File: src/rtl/i2c_slave_responder.sv
// i2c_slave_responder
//   I2C target that ACKs its 7-bit address, takes writes into a small byte
//   register file and returns read data. The register file is addressed by an
//   auto-incrementing pointer. The first byte written after the address loads
//   the pointer; later bytes are stored at the pointer.
//   SDA is open-drain: the pad is driven low when SDA_PADOEN_O=0 and released
//   when it is 1. There is no clock stretching.
// Ports
//   WB_CLK_I      system clock
//   ARST_I        asynchronous reset, active low
//   SCL_PAD_I     resolved SCL line
//   SDA_PAD_I     resolved SDA line
//   SDA_PAD_O     SDA output value, tied to 0
//   SDA_PADOEN_O  SDA output enable, active low
//   BUSY_O        set by START, cleared by STOP
//   WR_STROBE_O   one-cycle pulse per stored data byte
//   WR_ADDR_O     register index of the last stored byte
//   WR_DATA_O     last stored byte
module i2c_slave_responder #(
  parameter logic [6:0] SLAVE_ADDR  = 7'h50,
  parameter int         MEM_DEPTH   = 16,
  parameter int         SYNC_STAGES = 2
) (
  input  logic                         WB_CLK_I,
  input  logic                         ARST_I,
  input  logic                         SCL_PAD_I,
  input  logic                         SDA_PAD_I,
  output logic                         SDA_PAD_O,
  output logic                         SDA_PADOEN_O,
  output logic                         BUSY_O,
  output logic                         WR_STROBE_O,
  output logic [$clog2(MEM_DEPTH)-1:0] WR_ADDR_O,
  output logic [7:0]                   WR_DATA_O
);
  localparam int PW = $clog2(MEM_DEPTH);

  typedef enum logic [2:0] {
    IDLE, ADDR, ADDR_ACK, WR_BYTE, WR_ACK, RD_BYTE, RD_ACK, WAIT_STOP
  } state_e;

  // ---------------- input conditioning ----------------
  // The chains reset to 1 (idle bus) so that releasing reset does not create
  // a spurious edge or START.
  logic [SYNC_STAGES-1:0] scl_sync_q, sda_sync_q;
  logic                   scl_hist_q, sda_hist_q;
  logic                   scl_s, sda_s;

  always_ff @(posedge WB_CLK_I or negedge ARST_I) begin
    if (!ARST_I) begin
      scl_sync_q <= '1;
      sda_sync_q <= '1;
      scl_hist_q <= 1'b1;
      sda_hist_q <= 1'b1;
    end else begin
      scl_sync_q <= {scl_sync_q[SYNC_STAGES-2:0], SCL_PAD_I};
      sda_sync_q <= {sda_sync_q[SYNC_STAGES-2:0], SDA_PAD_I};
      scl_hist_q <= scl_s;
      sda_hist_q <= sda_s;
    end
  end

  assign scl_s = scl_sync_q[SYNC_STAGES-1];
  assign sda_s = sda_sync_q[SYNC_STAGES-1];

  logic scl_rise, scl_fall, start_det, stop_det;
  assign scl_rise  =  scl_s & ~scl_hist_q;
  assign scl_fall  = ~scl_s &  scl_hist_q;
  assign start_det =  scl_s &  sda_hist_q & ~sda_s;
  assign stop_det  =  scl_s & ~sda_hist_q &  sda_s;

  // ---------------- state ----------------
  state_e          state_q, state_d;
  logic [3:0]      bit_cnt_q, bit_cnt_d;
  logic [7:0]      shift_q, shift_d;
  logic [PW-1:0]   ptr_q, ptr_d;
  logic            first_q, first_d;
  logic            rw_q, rw_d;
  logic            oen_q, oen_d;
  logic            busy_q, busy_d;
  logic            wr_stb_q, wr_stb_d;
  logic [PW-1:0]   wr_addr_q, wr_addr_d;
  logic [7:0]      wr_data_q, wr_data_d;
  logic [7:0]      mem_q [MEM_DEPTH];
  logic            mem_we;
  logic [7:0]      rx_byte;
  logic [PW-1:0]   ptr_inc;

  // Byte completed by the bit being sampled this cycle.
  assign rx_byte = {shift_q[6:0], sda_s};
  // Pointer width wraps MEM_DEPTH-1 to 0 for free.
  assign ptr_inc = ptr_q + PW'(1);

  always_comb begin
    state_d   = state_q;
    bit_cnt_d = bit_cnt_q;
    shift_d   = shift_q;
    ptr_d     = ptr_q;
    first_d   = first_q;
    rw_d      = rw_q;
    oen_d     = oen_q;
    busy_d    = busy_q;
    wr_stb_d  = 1'b0;
    wr_addr_d = wr_addr_q;
    wr_data_d = wr_data_q;
    mem_we    = 1'b0;

    if (start_det) begin
      state_d   = ADDR;
      bit_cnt_d = '0;
      oen_d     = 1'b1;
      busy_d    = 1'b1;
    end else if (stop_det) begin
      state_d = IDLE;
      oen_d   = 1'b1;
      busy_d  = 1'b0;
    end else begin
      case (state_q)
        ADDR: if (scl_rise) begin
          shift_d   = rx_byte;
          bit_cnt_d = bit_cnt_q + 4'd1;
          if (bit_cnt_q == 4'd7) begin
            bit_cnt_d = '0;
            if (rx_byte[7:1] == SLAVE_ADDR) begin
              state_d = ADDR_ACK;
              rw_d    = rx_byte[0];
            end else begin
              state_d = WAIT_STOP;
            end
          end
        end
        // oen_q tells the two falls apart: still released means this is the
        // fall after bit 8 (start ACK), driven means the ACK bit just ended.
        ADDR_ACK: if (scl_fall) begin
          if (oen_q) begin
            oen_d = 1'b0;
          end else if (rw_q) begin
            // Read: the MSB goes out on this same fall.
            state_d   = RD_BYTE;
            oen_d     = mem_q[ptr_q][7];
            shift_d   = {mem_q[ptr_q][6:0], 1'b0};
            bit_cnt_d = 4'd1;
          end else begin
            state_d   = WR_BYTE;
            oen_d     = 1'b1;
            first_d   = 1'b1;
            bit_cnt_d = '0;
          end
        end
        WR_BYTE: if (scl_rise) begin
          shift_d   = rx_byte;
          bit_cnt_d = bit_cnt_q + 4'd1;
          if (bit_cnt_q == 4'd7) begin
            state_d   = WR_ACK;
            bit_cnt_d = '0;
            if (first_q) begin
              ptr_d   = rx_byte[PW-1:0];
              first_d = 1'b0;
            end else begin
              mem_we    = 1'b1;
              wr_stb_d  = 1'b1;
              wr_addr_d = ptr_q;
              wr_data_d = rx_byte;
              ptr_d     = ptr_inc;
            end
          end
        end
        WR_ACK: if (scl_fall) begin
          if (oen_q) begin
            oen_d = 1'b0;
          end else begin
            oen_d   = 1'b1;
            state_d = WR_BYTE;
          end
        end
        // bit_cnt counts bits already presented; the fall after the 8th
        // releases SDA for the master's ACK.
        RD_BYTE: if (scl_fall) begin
          if (bit_cnt_q == 4'd8) begin
            oen_d   = 1'b1;
            state_d = RD_ACK;
          end else begin
            oen_d     = shift_q[7];
            shift_d   = {shift_q[6:0], 1'b0};
            bit_cnt_d = bit_cnt_q + 4'd1;
          end
        end
        RD_ACK: if (scl_rise) begin
          ptr_d = ptr_inc;
          if (!sda_s) begin
            state_d   = RD_BYTE;
            shift_d   = mem_q[ptr_inc];
            bit_cnt_d = '0;
          end else begin
            state_d = WAIT_STOP;
          end
        end
        default: ;  // IDLE, WAIT_STOP: wait for START/STOP
      endcase
    end
  end

  always_ff @(posedge WB_CLK_I or negedge ARST_I) begin
    if (!ARST_I) begin
      state_q   <= IDLE;
      bit_cnt_q <= '0;
      shift_q   <= '0;
      ptr_q     <= '0;
      first_q   <= 1'b0;
      rw_q      <= 1'b0;
      oen_q     <= 1'b1;
      busy_q    <= 1'b0;
      wr_stb_q  <= 1'b0;
      wr_addr_q <= '0;
      wr_data_q <= '0;
    end else begin
      state_q   <= state_d;
      bit_cnt_q <= bit_cnt_d;
      shift_q   <= shift_d;
      ptr_q     <= ptr_d;
      first_q   <= first_d;
      rw_q      <= rw_d;
      oen_q     <= oen_d;
      busy_q    <= busy_d;
      wr_stb_q  <= wr_stb_d;
      wr_addr_q <= wr_addr_d;
      wr_data_q <= wr_data_d;
    end
  end

  always_ff @(posedge WB_CLK_I or negedge ARST_I) begin
    if (!ARST_I) begin
      for (int i = 0; i < MEM_DEPTH; i++) mem_q[i] <= '0;
    end else if (mem_we) begin
      mem_q[ptr_q] <= rx_byte;
    end
  end

  assign SDA_PAD_O    = 1'b0;
  assign SDA_PADOEN_O = oen_q;
  assign BUSY_O       = busy_q;
  assign WR_STROBE_O  = wr_stb_q;
  assign WR_ADDR_O    = wr_addr_q;
  assign WR_DATA_O    = wr_data_q;
endmodule

File: config.mk
export PLATFORM = sky130hd
export DESIGN_NAME = i2c_slave_responder
export DESIGN_NICKNAME = d
export VERILOG_FILES = /design/src/rtl/i2c_slave_responder.sv
export SDC_FILE = /design/constraint.sdc
export NUM_CORES = 1
export LEC_CHECK = 0
export ABC_AREA = 1
export CORE_MARGIN = 4
export CORE_UTILIZATION = 60
export DETAILED_ROUTE_END_ITERATION = 16
export PLACE_DENSITY = 0.77
export REMOVE_ABC_BUFFERS = 1
export SYNTH_ARGS = -nofsm -noshare
export SYNTH_HDL_FRONTEND = slang
export SYNTH_SLANG_ARGS = --single-unit
File: constraint.sdc
create_clock -name WB_CLK_I -period 3.7 [get_ports WB_CLK_I]
set_clock_uncertainty 0.2 [all_clocks]
set_input_delay 0.37 -clock WB_CLK_I [delete_from_list [all_inputs] [get_ports WB_CLK_I]]
set_output_delay 0.37 -clock WB_CLK_I [all_outputs]
set_load 0.01 [all_outputs]
* Yosys cells after proc, flatten, opt, wreduce, memory -nomap -nowiden
Cells that the tools add are included.
Widths: inputs -> output; s select.
** Word-level totals
- Bits in registers :: 170
- Input bits :: 4
- Output and inout port bits :: 16
- Word-level logic and storage cells :: 183
** Operators by class
- $add $sub $neg :: 2
- Magnitude comparators :: 3
- Equal/unequal tests :: 39
- Mux-type cells :: 76
- Bitwise gates (word level) :: 15
- Reduce and logical (&&, ||, !) cells :: 17
** Operators by type and width (count)
- $bwmux 128 :: 1
- $mux 8 :: 13
- $bmux 8 s4 :: 2
- $mux 4 :: 14
- $mux 3 :: 15
- $ne 4x4->1 const B :: 11
- $demux 8 s4 :: 1
- $pmux 8 s4 :: 1
- $mux 1 :: 23
- $ne 2x2->1 const B :: 11
- $ne 3x3->1 const B :: 6
- $pmux 3 s6 :: 1
- $reduce_and 6->1 :: 3
- $pmux 4 s4 :: 1
- $reduce_and 12->1 :: 1
- $reduce_and 11->1 :: 1
- $ge 5x5->1 const B :: 2
- $not 4->5 :: 2
- $reduce_bool 5->1 :: 2
- $eq 3x3->1 const B :: 3
- $reduce_and 9->1 :: 1
- $add 4x1->4 const B :: 2
- $pmux 4 s2 :: 1
- $reduce_and 8->1 :: 1
- 19 further kinds :: 33

* Depth between registers and ports, before layout
- Depth in word-level cells :: 10
- Mapped depth :: 16
- Gate-level depth less buffers :: 11

* Worst setup path after synthesis
OpenSTA, ideal clock, no wires.
- Path type :: register -> register
- From :: register ptr_q[0]
- To :: register shift_q[1]
- Library setup time :: 0.065 ns
- Arrival :: 2.354 ns
- Data required time :: 3.435 ns
- Slack :: 1.081 ns
- Cell stages (with the launch flop) :: 17
- Buffers on the path :: 5
- Clock period less this slack :: 2.619 ns
- Path through :: dfrtp_1 clkbuf_1 clkinv_1 buf_2 buf_1 ha_1 clkbuf_1 inv_1 buf_1 nand3_1 nand3_1 nand3_1 nand2_1 nand2_1 nand2_1 nand2_1 nand2_1
** On the way
- Longest elaborated chain between the ends :: 8
- Elaborated cells between the ends (all ways) :: 15
- Classes of those cells :: add/sub (1); mux (12); bitwise (2)
** RTL lines
- start, declared :: RTL line 75 : logic [PW-1:0] ptr_q, ptr_d;
- start signal, assigned :: RTL line 219 : ptr_q <= ptr_d;
- $add 4x1->4 / $not 4->5 (equally long branches) :: RTL line 91, 140
- $not 4->5 (implied by the code) / $bmux 8 s4 (equally long branches) :: RTL line 191, 140
- $bmux 8 s4 / $mux 8 (equally long branches) :: RTL line 191, 140
- $mux 8, on equally long branches :: RTL line 191, 140
- $mux 8, on equally long branches :: RTL line 191, 136
- $mux 8, on equally long branches :: RTL line 189, 134
- $mux 8, on equally long branches :: RTL line 187, 133
- $pmux 8 s4 * :: RTL line 117 : case (state_q)
- end signal, assigned :: RTL line 218 : shift_q <= shift_d;
- end, declared :: RTL line 74 : logic [7:0] shift_q, shift_d;
Mark *: on every way between the ends. The rest lies on a longest branch, timed or not. The select of a mux whose other input is x is not followed.
A chain may end at the register's enable or synchronous reset.

* Worst setup path in the final report
- From :: register sda_sync_q[1]
- To :: register mem_q[67] (netlist name)
** On the way
- Longest elaborated chain between the ends :: 3
- Elaborated cells between the ends (all ways) :: 5
- Classes of those cells :: mux (2); bitwise (3)
** RTL lines
- start, declared :: RTL line 44 : logic [SYNC_STAGES-1:0] scl_sync_q, sda_sync_q;
- start signal, assigned :: RTL line 56 : sda_sync_q <= {sda_sync_q[SYNC_STAGES-2:0], SDA_PAD_I};
- $and 1x1->1 / $not 1->1 (equally long branches) :: RTL line 69, 68
- $mux 1 / $and 1x1->1 (equally long branches) :: RTL line 112, 68
- $mux 1 * :: RTL line 107 : if (start_det) begin
- end signal, assigned by index :: RTL line 234 : mem_q[ptr_q] <= rx_byte;
- end, declared :: RTL line 83 : logic [7:0] mem_q [MEM_DEPTH];
Mark *: on every way between the ends. The rest lies on a longest branch, timed or not.

==> impl.org <==
** Clock tree
- Root buffer selected by CTS :: sky130_fd_sc_hd__clkbuf_16
- Clock Latency Late Sink :: 0.45 ns
- The H-tree was split into 4 levels.
- Clock sink count :: 170
- The clock passes through at most 2 buffers.
- Clk slew on worst S/H paths :: 0.07 ns
- Number of clock buffers inserted by TritonCTS :: 17
- Number of hold-repair buffers added at the cts stage :: 1
- TritonCTS built the clock tree.
- The number of gates resized after CTS was 0.
- Number of setup buffers added after CTS :: 0

** Synth
- Of the total synthesized cell area, the portion taken by full adders, half adders and majority gates is 0.7184%.
- The cell area that synthesis handed to floorplanning was 10450 um2.
- Seq cells post-synth :: 170
- Mean instance size in the synthesized netlist :: 7.162 um2
- Share of the synthesized area in the top cell type :: 39.03%
- By area the synthesized netlist is led by sky130_fd_sc_hd__dfrtp_1 39%, sky130_fd_sc_hd__nand2_1 20%, sky130_fd_sc_hd__nand3_1 9.1%.
- Number of distinct library cells after synthesis :: 40
- The biggest area contributor in the post-synthesis netlist is sky130_fd_sc_hd__dfrtp_1.
- Proportion of synthesized chip area in sequential cells :: between 40 and 50%
- The synthesized netlist devotes between 10% and 20% of its cell area to compound gates.
- Synthesized-area fraction occupied by xor and xnor cells :: 0.4191%
- Of the total synthesized cell area, the portion taken by AND, OR, NAND and NOR gates is 35.03%.
- Of the post-synthesis cell area, the part taken by muxes is 0%.
- The cell count after synthesis came out at 1459.
- By area, the combinational part of the netlist is dominated by simple AND/OR/NAND/NOR gates.
- Yosys warns :: 0

** Floorplan
- The initialized floorplan defines 47 standard-cell rows.
- Boundary Pins :: 20
- Horizontal extent of the die :: 140.0 um
- The initial utilization of the core area, before any placement, comes to 62.13%.
- The core region is 16820 um2.
- Die H :: 140.0 um
- The floorplan step defined a die boundary enclosing 19590 um2.

** Setup path
- Largest driver fanout on the critical path :: 31
- STA classifies the critical path startpoint as a register.
- STA puts the critical path data required time at 3.86 ns.
- Endpoint type of the worst setup path :: register
- Count of cells along the worst register-to-register path :: 8
- The worst setup path is of the reg -> reg kind.
- Data arrival, critical path :: approximately 3.5 ns

** STA
- For the pin with the worst max-slew slack, the measured transition is 1.142 ns.
- Static timing analysis puts the maximum clock frequency at ~0.3 GHz.
- Count of final hold-check violations :: 0
- Min cycle time layout :: 3.339 ns
- Measured against its own limit, the worst slew margin works out to 23.88%.
- After layout, the worst path uses 90.25% of the clock period.
- RSZ-0062 raised after global routing :: false
- Setup-violating endpoint count in the final report :: 0
- The total count of max-transition violations in the final report was 0.

** Route
- After detailed routing, the number of remaining DRC violations is 0.
- The detailed router placed 9702 vias in this run.
- Post-detailed-routing wire length :: 30.16 mm
- After detailed routing, the average wire length per cell comes to 18.14 um.
- The count of nets left with antenna violations once routing finished came out at 0.
- DR pass1 iterations :: 8
- Initial DRC count :: 1403
- After detailed routing, the number of vias per cell comes to 5.834.

** Global route
- Entering global routing, the biggest net connects 122 pins.
- The first global-routing pass estimated 49.05 mm of wire.
- The via count of the first global-routing pass was 8800.
- After global routing the overflow that remains totals 0.
- The number of antenna violations at the first check in global routing is 0.
- Global routing consumed, over all layers together, 31.70% of the routing resources.

** Min path
- Along the worst hold path, the cell count comes to 1.
- The tightest min-delay check is of the in -> reg type.

** Finish
- Area delta synth->final :: 7.400%
- For this run, the share of the core covered by cells in the final layout is 66.73%.
- Layout net count :: between 1k and 1.5k
- The post-route netlist has 12.13% of its cells at a drive strength greater than 1.
- Final non-filler cell area :: between 10000 and 15000 um2
- The number of antenna diodes in the final layout is 0.

** Placed design
- Number of port buffers :: 18
- The wire-length estimate of the detail-placed layout is between 15 and 20 mm.
- Routability-driven placement finished with a final weighted congestion of between 0.9 and 1.
- In this run the cell area measured after placement is 10610 um2.

** Power
- For this design the ratio of total power to cell area is 696.9 nW/um2.
- Summed over all cells, the static leakage comes to 0.005608 uW.
- Worst vdd rail ir drop :: 0.4965 mV
- Power, Total :: 7822 uW

** Flow run
- Across the run, the number of max-cap violations was 0.

** Run status
- The flow ran to the end, and the final reports show no timing, DRC or antenna violations.
-- area by class of cell --
| cell class | count | area [um2] |
|---|---|---|
| repair buffers | 40 | 374.1 |
| flip-flops and latches | 170 | 4267 |
| clock buffers | 18 | 439.2 |
| well taps | 220 | 275.3 |
| multi-input cells | 1040 | 5096 |
| inverters | 161 | 609.3 |
| clock inverters | 14 | 162.7 |
| fillers | 1470 | 5595 |
-- kinds of logic (layout without fill, tap and decap cells) --
kind of cell             after synthesis  count (layout)
other                                  1               1
AO/OA/AOI/OAI                        195             195
XOR/XNOR                               5               5
adder cells (fa/ha/maj)                6               6
AND/OR/NAND/NOR                      833             833
buffers and inverters                249             233
flip-flops                           170             170
-- cell usage after synthesis, drive strengths merged --
cell,count
nand2,565
nand3,195
dfrtp,163
o21ai,159
inv,158
nor2,56
buf,48
clkbuf,40
o211ai,18
a21oi,16
nor3,8
dfstp,7
ha,6
clkinv,3
nand3b,3
nand4,3
xor2,3
nor3b,2
xnor2,2
a211oi,1
and3,1
conb,1
o221ai,1
-- per-stage QoR --
| stage | std cells | setup WS (ns) | hold WS (ns) | TNS, ns |
|---|---|---|---|---|
| 6_report | 1663 | 0.3608 | 0.1218 | 0 |
| 5_1_grt | 1663 | 0.1460 | 0.1131 | 0 |
| 4_1_cts | 1663 | 0.4632 | 0.1143 | 0 |
| 3_5_place_dp | 1630 | 0.5319 | 0.1468 | 0 |
| 3_3_place_gp | 1630 | 0.7364 | 0.1465 | 0 |
| 2_1_floorplan | 1371 | -4.361 | -0.1256 | -264.06 |
-- power breakdown --
| part | internal, uW | switching (uW) |
|---|---|---|
| Clock | 974 | 857 |
| Combinational | 1060 | 2720 |
| Sequential | 1960 | 247 |
| Total | 3990 | 3830 |
-- flip-flops by register name, summed over array words and instances (netlist names) --
name	flops
BUSY_O	1
SDA_PADOEN_O	1
WR_ADDR_O	4
WR_DATA_O	8
WR_STROBE_O	1
bit_cnt_q	4
first_q	1
mem_q	128
ptr_q	4
rw_q	1
scl_hist_q	1
scl_sync_q	2
sda_hist_q	1
sda_sync_q	2
shift_q	8
state_q	3
-- cell usage in the layout (no fill, tap or decap), types with 3 or more instances in the layout --
master / instances
sky130_fd_sc_hd__nand2_1: 549
sky130_fd_sc_hd__nand3_1: 191
sky130_fd_sc_hd__dfrtp_1: 162
sky130_fd_sc_hd__inv_1: 154
sky130_fd_sc_hd__o21ai_2: 76
sky130_fd_sc_hd__o21ai_0: 57
sky130_fd_sc_hd__nor2_1: 50
sky130_fd_sc_hd__o21ai_1: 26
sky130_fd_sc_hd__buf_4: 19
sky130_fd_sc_hd__o211ai_1: 18
sky130_fd_sc_hd__clkbuf_16: 17
sky130_fd_sc_hd__clkdlybuf4s50_1: 17
sky130_fd_sc_hd__a21oi_1: 16
sky130_fd_sc_hd__nand2_4: 14
sky130_fd_sc_hd__dfstp_2: 7
sky130_fd_sc_hd__ha_1: 6
sky130_fd_sc_hd__nor3_1: 5
sky130_fd_sc_hd__nor2_8: 4
sky130_fd_sc_hd__clkinv_4: 4
sky130_fd_sc_hd__inv_2: 3
sky130_fd_sc_hd__xor2_1: 3
sky130_fd_sc_hd__nand3b_1: 3
sky130_fd_sc_hd__nand4_1: 3
sky130_fd_sc_hd__inv_8: 3
sky130_fd_sc_hd__clkinvlp_4: 3
-- routing by layer --
| layer | track usage, % | vias up | share of wire (%) |
|---|---|---|---|
| li1 | - | 4575 | - |
| met1 | 46.56 | 4493 | 43 |
| met2 | 46.44 | 529 | 44 |
| met3 | 5.249 | 105 | 8.8 |
| met4 | 14.07 | 0 | 4.3 |
| met5 | 0 | - | 0 |
-- path summary, 6_finish.rpt --
check                              start             to  slack (ns)
min reg2reg                sda_sync_q[0]  sda_sync_q[1]        0.16
max reg2reg                sda_sync_q[1]      mem_q[67]        0.36
min in group asynchronous         ARST_I      mem_q[12]        0.34
max                        sda_sync_q[1]      mem_q[67]        0.36
max in group asynchronous         ARST_I  sda_sync_q[0]        2.11
min                            SCL_PAD_I  scl_sync_q[0]        0.12
-- critical path, stage by stage, from the launching register on --
cell and delay, ns:
sky130_fd_sc_hd__dfstp_2 0.73, sky130_fd_sc_hd__inv_4 0.22, sky130_fd_sc_hd__nand3_4 0.19, sky130_fd_sc_hd__nand2_4 0.11
sky130_fd_sc_hd__inv_2 0.16, sky130_fd_sc_hd__nand3_4 0.41, sky130_fd_sc_hd__nor3b_2 0.88, sky130_fd_sc_hd__nand2_1 0.19
sky130_fd_sc_hd__o21ai_0 0.15
Note: power is estimated with default switching activity, not from simulation.
